File: config.mk
export PLATFORM = sky130hd
export DESIGN_NAME = imem_boot_loader
export DESIGN_NICKNAME = d
export VERILOG_FILES = /design/src/rtl/imem_boot_loader.sv
export SDC_FILE = /design/constraint.sdc
export NUM_CORES = 1
export LEC_CHECK = 0
export BUFFER_PORTS_ARGS = -buffer_cell sky130_fd_sc_hd__buf_4
export CAP_MARGIN = 20
export CORE_MARGIN = 1.5
export CORE_UTILIZATION = 60
export CTS_BUF_LIST = sky130_fd_sc_hd__clkbuf_2
export CTS_CLUSTER_SIZE = 25
export DETAILED_ROUTE_END_ITERATION = 6
export PLACE_DENSITY = 0.94
export REMOVE_ABC_BUFFERS = 1
export SLEW_MARGIN = 20
export SYNTH_ARGS = -nofsm -noshare
export SYNTH_HDL_FRONTEND = slang
export SYNTH_SLANG_ARGS = --single-unit
export TNS_END_PERCENT = 30
File: constraint.sdc
create_clock -name clk -period 2.8 [get_ports clk]
set_clock_uncertainty 0.05 [all_clocks]
set_input_delay 0.28 -clock clk [delete_from_list [all_inputs] [get_ports clk]]
set_output_delay 0.28 -clock clk [all_outputs]
set_load 0.005 [all_outputs]
File: src/rtl/imem_boot_loader.sv
// Boot loader: assembles a length-prefixed, XOR-checksummed byte stream into
// 32-bit instruction-memory writes and holds the core in reset until verified.
module imem_boot_loader #(
    parameter int MAX_WORDS      = 1024,
    parameter int TIMEOUT_CYCLES = 100000
) (
    input  logic        clk,
    input  logic        rst_n,
    input  logic        start,
    input  logic [7:0]  byte_in,
    input  logic        byte_valid,
    output logic        byte_ready,
    output logic [31:0] imem_wr_data,
    output logic [31:0] imem_wr_addr,
    output logic        imem_wr_en,
    output logic        cpu_rst_n,
    output logic        load_done,
    output logic        load_err,
    output logic [1:0]  err_code
);

    localparam int WIW    = $clog2(MAX_WORDS) + 1;
    localparam int TW     = (TIMEOUT_CYCLES > 1) ? $clog2(TIMEOUT_CYCLES + 1) : 1;
    localparam int TMAX_I = (TIMEOUT_CYCLES > 0) ? TIMEOUT_CYCLES - 1 : 0;
    localparam logic [TW-1:0] TMAX = TW'(TMAX_I);

    typedef enum logic [2:0] {
        HDR0,
        HDR1,
        PAYLOAD,
        CKSUM,
        DONE,
        ERR
    } state_t;

    state_t         state, state_d;
    logic [15:0]    count, count_d;
    logic [1:0]     byte_idx, byte_idx_d;
    logic [WIW-1:0] word_idx, word_idx_d;
    logic [23:0]    word_buf, word_buf_d;
    logic [7:0]     cksum, cksum_d;
    logic [TW-1:0]  timer, timer_d;
    logic           wr_en_d;
    logic [31:0]    wr_data_d;
    logic [31:0]    wr_addr_d;
    logic           cpu_rst_n_d;
    logic           load_done_d;
    logic           load_err_d;
    logic [1:0]     err_code_d;

    logic           accept;
    logic           timed;
    logic           expire;
    logic [15:0]    hdr_n;
    logic [31:0]    word_full;

    assign byte_ready = (state != DONE) && (state != ERR);
    assign accept     = byte_valid && byte_ready;
    assign timed      = (state == HDR1) || (state == PAYLOAD) || (state == CKSUM);
    // An accepted byte in the expiry cycle takes priority over the timeout.
    assign expire     = timed && !accept && (TIMEOUT_CYCLES != 0) && (timer == TMAX);
    assign hdr_n      = {byte_in, count[7:0]};
    assign word_full  = {byte_in, word_buf};

    always_comb begin
        state_d     = state;
        count_d     = count;
        byte_idx_d  = byte_idx;
        word_idx_d  = word_idx;
        word_buf_d  = word_buf;
        cksum_d     = cksum;
        timer_d     = '0;
        wr_en_d     = 1'b0;
        wr_data_d   = imem_wr_data;
        wr_addr_d   = imem_wr_addr;
        cpu_rst_n_d = (state == DONE) && !start;
        load_done_d = load_done;
        load_err_d  = load_err;
        err_code_d  = err_code;

        if (timed && !accept && (TIMEOUT_CYCLES != 0)) begin
            timer_d = timer + TW'(1);
        end

        case (state)
            HDR0: begin
                if (accept) begin
                    count_d = {8'h00, byte_in};
                    state_d = HDR1;
                end
            end
            HDR1: begin
                if (accept) begin
                    count_d = hdr_n;
                    if (int'(hdr_n) > MAX_WORDS) begin
                        state_d    = ERR;
                        load_err_d = 1'b1;
                        err_code_d = 2'd2;
                    end else if (hdr_n == 16'h0000) begin
                        state_d = CKSUM;
                    end else begin
                        state_d = PAYLOAD;
                    end
                end
            end
            PAYLOAD: begin
                if (accept) begin
                    cksum_d    = cksum ^ byte_in;
                    byte_idx_d = byte_idx + 2'd1;
                    case (byte_idx)
                        2'd0: word_buf_d[7:0]   = byte_in;
                        2'd1: word_buf_d[15:8]  = byte_in;
                        2'd2: word_buf_d[23:16] = byte_in;
                        default: begin
                            wr_en_d    = 1'b1;
                            wr_data_d  = word_full;
                            wr_addr_d  = 32'(word_idx) << 2;
                            word_idx_d = word_idx + WIW'(1);
                            if (32'(word_idx) + 32'd1 == {16'h0000, count}) begin
                                state_d = CKSUM;
                            end
                        end
                    endcase
                end
            end
            CKSUM: begin
                if (accept) begin
                    if (byte_in == cksum) begin
                        state_d     = DONE;
                        load_done_d = 1'b1;
                    end else begin
                        state_d    = ERR;
                        load_err_d = 1'b1;
                        err_code_d = 2'd1;
                    end
                end
            end
            default: begin
                if (start) begin
                    state_d     = HDR0;
                    count_d     = '0;
                    byte_idx_d  = '0;
                    word_idx_d  = '0;
                    word_buf_d  = '0;
                    cksum_d     = '0;
                    load_done_d = 1'b0;
                    load_err_d  = 1'b0;
                    err_code_d  = 2'd0;
                end
            end
        endcase

        if (expire) begin
            state_d    = ERR;
            load_err_d = 1'b1;
            err_code_d = 2'd3;
            timer_d    = '0;
        end
    end

    always_ff @(posedge clk or negedge rst_n) begin
        if (!rst_n) begin
            state        <= HDR0;
            count        <= '0;
            byte_idx     <= '0;
            word_idx     <= '0;
            word_buf     <= '0;
            cksum        <= '0;
            timer        <= '0;
            imem_wr_en   <= 1'b0;
            imem_wr_data <= '0;
            imem_wr_addr <= '0;
            cpu_rst_n    <= 1'b0;
            load_done    <= 1'b0;
            load_err     <= 1'b0;
            err_code     <= 2'd0;
        end else begin
            state        <= state_d;
            count        <= count_d;
            byte_idx     <= byte_idx_d;
            word_idx     <= word_idx_d;
            word_buf     <= word_buf_d;
            cksum        <= cksum_d;
            timer        <= timer_d;
            imem_wr_en   <= wr_en_d;
            imem_wr_data <= wr_data_d;
            imem_wr_addr <= wr_addr_d;
            cpu_rst_n    <= cpu_rst_n_d;
            load_done    <= load_done_d;
            load_err     <= load_err_d;
            err_code     <= err_code_d;
        end
    end

endmodule
==> key figures <==
Die
  – Row cnt: 37
  – Die H: approximately 110 um
  – Core ar.: approximately 10,000 um^2
  – Die width: approximately 110 um
  – Starting Density: 0.612
  – Die area: 11,100 um^2
  – I/O pin cnt: 83

Clocking
  – Clock slew at reported path FFs: about 190 ps
  – H-tree levels: 4
  – Cts bufs inserted: 17
  – CTS tree: done
  – Skew-Pair Late Insertion Delay: ~700 ps
  – CTS root buf: clkbuf_2
  – Clock buffer depth: 2
  – CTS Sinks: 130

Routing
  – Routed WL: 14.4 mm
  – Number of vias per cell: ~6.0
  – Iteration count of the initial detailed-routing pass: 7
  – Residual DRC: 5
  – Routed wire length per instance: between 15 and 20 um
  – Number of DRC markers in iteration 0: ~650
  – Vias post-DR: 5,272
  – Antenna Nets Post-Route: 0

Logic synthesis
  – Most used flip-flop cell after synthesis: dfrtp_1
  – Post-synth EDFFs: 0
  – Syn Std Cell Area: roughly 6300 um^2
  – Post-synth top area share: 0.519
  – Share of flip-flops with an asynchronous set or reset: 1.00
  – Cell with the most instances after synthesis: nand2_1
  – Cells after Synth: between 600 and 700
  – Synth cell types: 62
  – Avg Synthesized Cell Area: between 9 and 10 um^2
  – Synth Warn #: 0
  – Post-synth top cells: 176 x nand2_1, 130 x dfrtp_1, 72 x o21ai_0
  – Yosys reg bits: 130
  – Synth area leaders: dfrtp_1 52%, nand2_1 11%, o21ai_0 5.8%
  – Sequential fraction of the synthesis area: 0.519
  – Area leader, netlist: dfrtp_1

STA
  – Worst-Margin Slew: 876 ps
  – Fin crit period: ~2500 ps
  – Slew HR: 0.416
  – Setup TNS: 0 ps
  – Final Max Tran Viols: 0
  – Fmax: about 400 MHz
  – Final WS setup: around 280 ps
  – RSZ-0062 raised after global routing: false
  – Final setup viols: 0
  – Final period utilization: 0.899
  – Final hold vios: 0

Run status
  – Outcome: finished with violations
  – Failing checks: DRC

Placement
  – DP HPWL: between 9 and 10 mm
  – Dpl ws: 349 ps
  – I/O Buffers: 61
  – GPL Wtd Cong: 0.927

Setup path
  – CP endpoint kind: flop
  – Cell with the most instances on the worst path: o21ai_0
  – CP Cell Sequence: inv_2 > or3_1 > nand2_1 > o21ai_0 > buf_4 > o21ai_0 > o31ai_1
  – Crit start category: flop
  – CP Class: reg2reg
  – Worst Path Required: ~3300 ps
  – Crit path DAT: just over 3000 ps
  – Max FO, Critical Path: 13
  – Top Family by Delay on Critical Path: simple AND/OR/NAND/NOR gates
  – Worst Reg2Reg Path Length in Cells: 7
  – CP max stage delay: between 500 and 600 ps
  – Slowest cell on crit path: dfrtp_1
  – Worst path depth: 7
  – Buf/Inv on CP: 2

Global routing
  – Antenna violations before repair: 0
  – Total gr overflow: 0
  – Vias in the first global route: 4,970
  – GRT Overall Usage: 0.269
  – First-pass GRT wire length: 23.5 mm
  – Largest net degree at the start of global routing: between 70 and 80

Finish
  – Layout cells sized above 1: 0.180
  – Fillers: roughly 700
  – Nets: 754
  – Diodes inserted: 0
  – Multi-input logic area: approximately 2700 um^2
  – Register area: around 3300 um^2
  – Area Overhead vs Synth: 14.4%

Worst hold path
  – Tightest Hold Check Type: in2async

Power
  – Worst VDD drop: 338 uV
  – P_leak: 0.00347 uW
  – Pwr dens: approximately 650 nW/um^2

Run
  – Max Cap Viol: 0
==> sequential cells by signal, summed over array words and instances (netlist names) <==
signal,flops
load_done,1
state,3
imem_wr_addr,11
err_code,2
byte_idx,2
imem_wr_data,32
cpu_rst_n,1
imem_wr_en,1
word_buf,24
word_idx,11
load_err,1
count,16
timer,17
cksum,8
==> kinds of logic after synthesis <==
kind of cell               after synthesis  share of synthesized area
AOI/OAI and AO/OA                      132                      0.128
xor gates and xnor gates                33                     0.0461
adders and majority gates                6                     0.0120
buffers and inverters                   71                     0.0583
DFF                                    130                      0.519
muxes                                   19                     0.0339
other                                    1                   0.000598
and+or+nand+nor                        283                      0.202
==> stage by stage <==
step / hold WS [ps] / util / std cells / power (uW) / cell area (um^2)
6_report: 176 / 0.701 / 885 / 4650 / 7170
5_1_grt: 220 / 0.701 / 885 / 4880 / 7170
4_1_cts: 183 / 0.699 / 885 / 4630 / 7160
3_5_place_dp: 403 / 0.659 / 842 / 3250 / 6750
3_3_place_gp: 395 / 0.659 / 842 / 3190 / 6750
2_1_floorplan: -65.6 / - / 632 / 2870 / 6010
==> area by class of cell <==
| type | count | area share |
|---|---|---|
| clock buffer | 17 | 0.0119 |
| clock inverter | 15 | 0.0299 |
| inverter | 8 | 0.00419 |
| multi-input combinational | 494 | 0.382 |
| sequential | 130 | 0.454 |
| tap | 136 | 0.0237 |
| timing repair buffer | 85 | 0.0946 |
==> cell usage in the layout (no fill, tap or decap), types with 3 or more instances in the layout <==
| cell | Yosys | final |
|---|---|---|
| nand4_1 | 6 | 6 |
| o21ai_1 | 11 | 8 |
| o31ai_1 | 8 | 8 |
| xnor2_1 | 17 | 17 |
| a21o_1 | 3 | 3 |
| o21ai_0 | 72 | 72 |
| and3_1 | 8 | 8 |
| and4_1 | 4 | 4 |
| clkinv_2 | 0 | 5 |
| and2_1 | 4 | 4 |
| nand3_1 | 14 | 14 |
| bufinv_16 | 0 | 5 |
| dfrtp_1 | 130 | 130 |
| nor3_1 | 10 | 10 |
| inv_1 | 7 | 7 |
| nor4_1 | 6 | 6 |
| nand2b_1 | 3 | 3 |
| o21ai_2 | 0 | 3 |
| xor2_1 | 16 | 16 |
| o211ai_1 | 4 | 4 |
| or3_1 | 6 | 6 |
| mux2_2 | 18 | 18 |
| clkinv_4 | 0 | 3 |
| a31oi_1 | 3 | 3 |
| dlygate4sd3_1 | 0 | 11 |
| conb_1 | 1 | 21 |
| a21oi_1 | 10 | 10 |
| buf_4 | 24 | 73 |
| nor2_1 | 32 | 32 |
| nand2_1 | 176 | 175 |
| ha_1 | 6 | 6 |
| clkbuf_2 | 0 | 17 |
==> worst paths after layout <==
check	start	end	slack [ps]
worst max register to register	state[1]	word_idx[3]	280
worst min register to register	word_buf[1]	imem_wr_data[1]	440
min in group clk	start	cpu_rst_n	270
max in group asynchronous	rst_n	timer[2]	1720
worst min-delay path	rst_n	word_buf[17]	180
worst max-delay path	state[1]	word_idx[3]	280
==> metal layers <==
metal,track usage,up-vias,share of wire
met5,0,-,0
met4,0.115,0,0.033
met3,0.0667,75,0.085
met2,0.440,329,0.50
met1,0.342,2485,0.38
li1,-,2383,-
==> repair_timing <==
action	CTS	global route
hold buffers	11	0
hold endpoints to repair	131	0
buffers inserted	0	0
resized for setup	0	0
==> report_power, final <==
group	internal (uW)	switching (uW)
registers	2040	179
logic	395	666
clock network	673	696
Note: power is estimated with default switching activity, not from simulation.
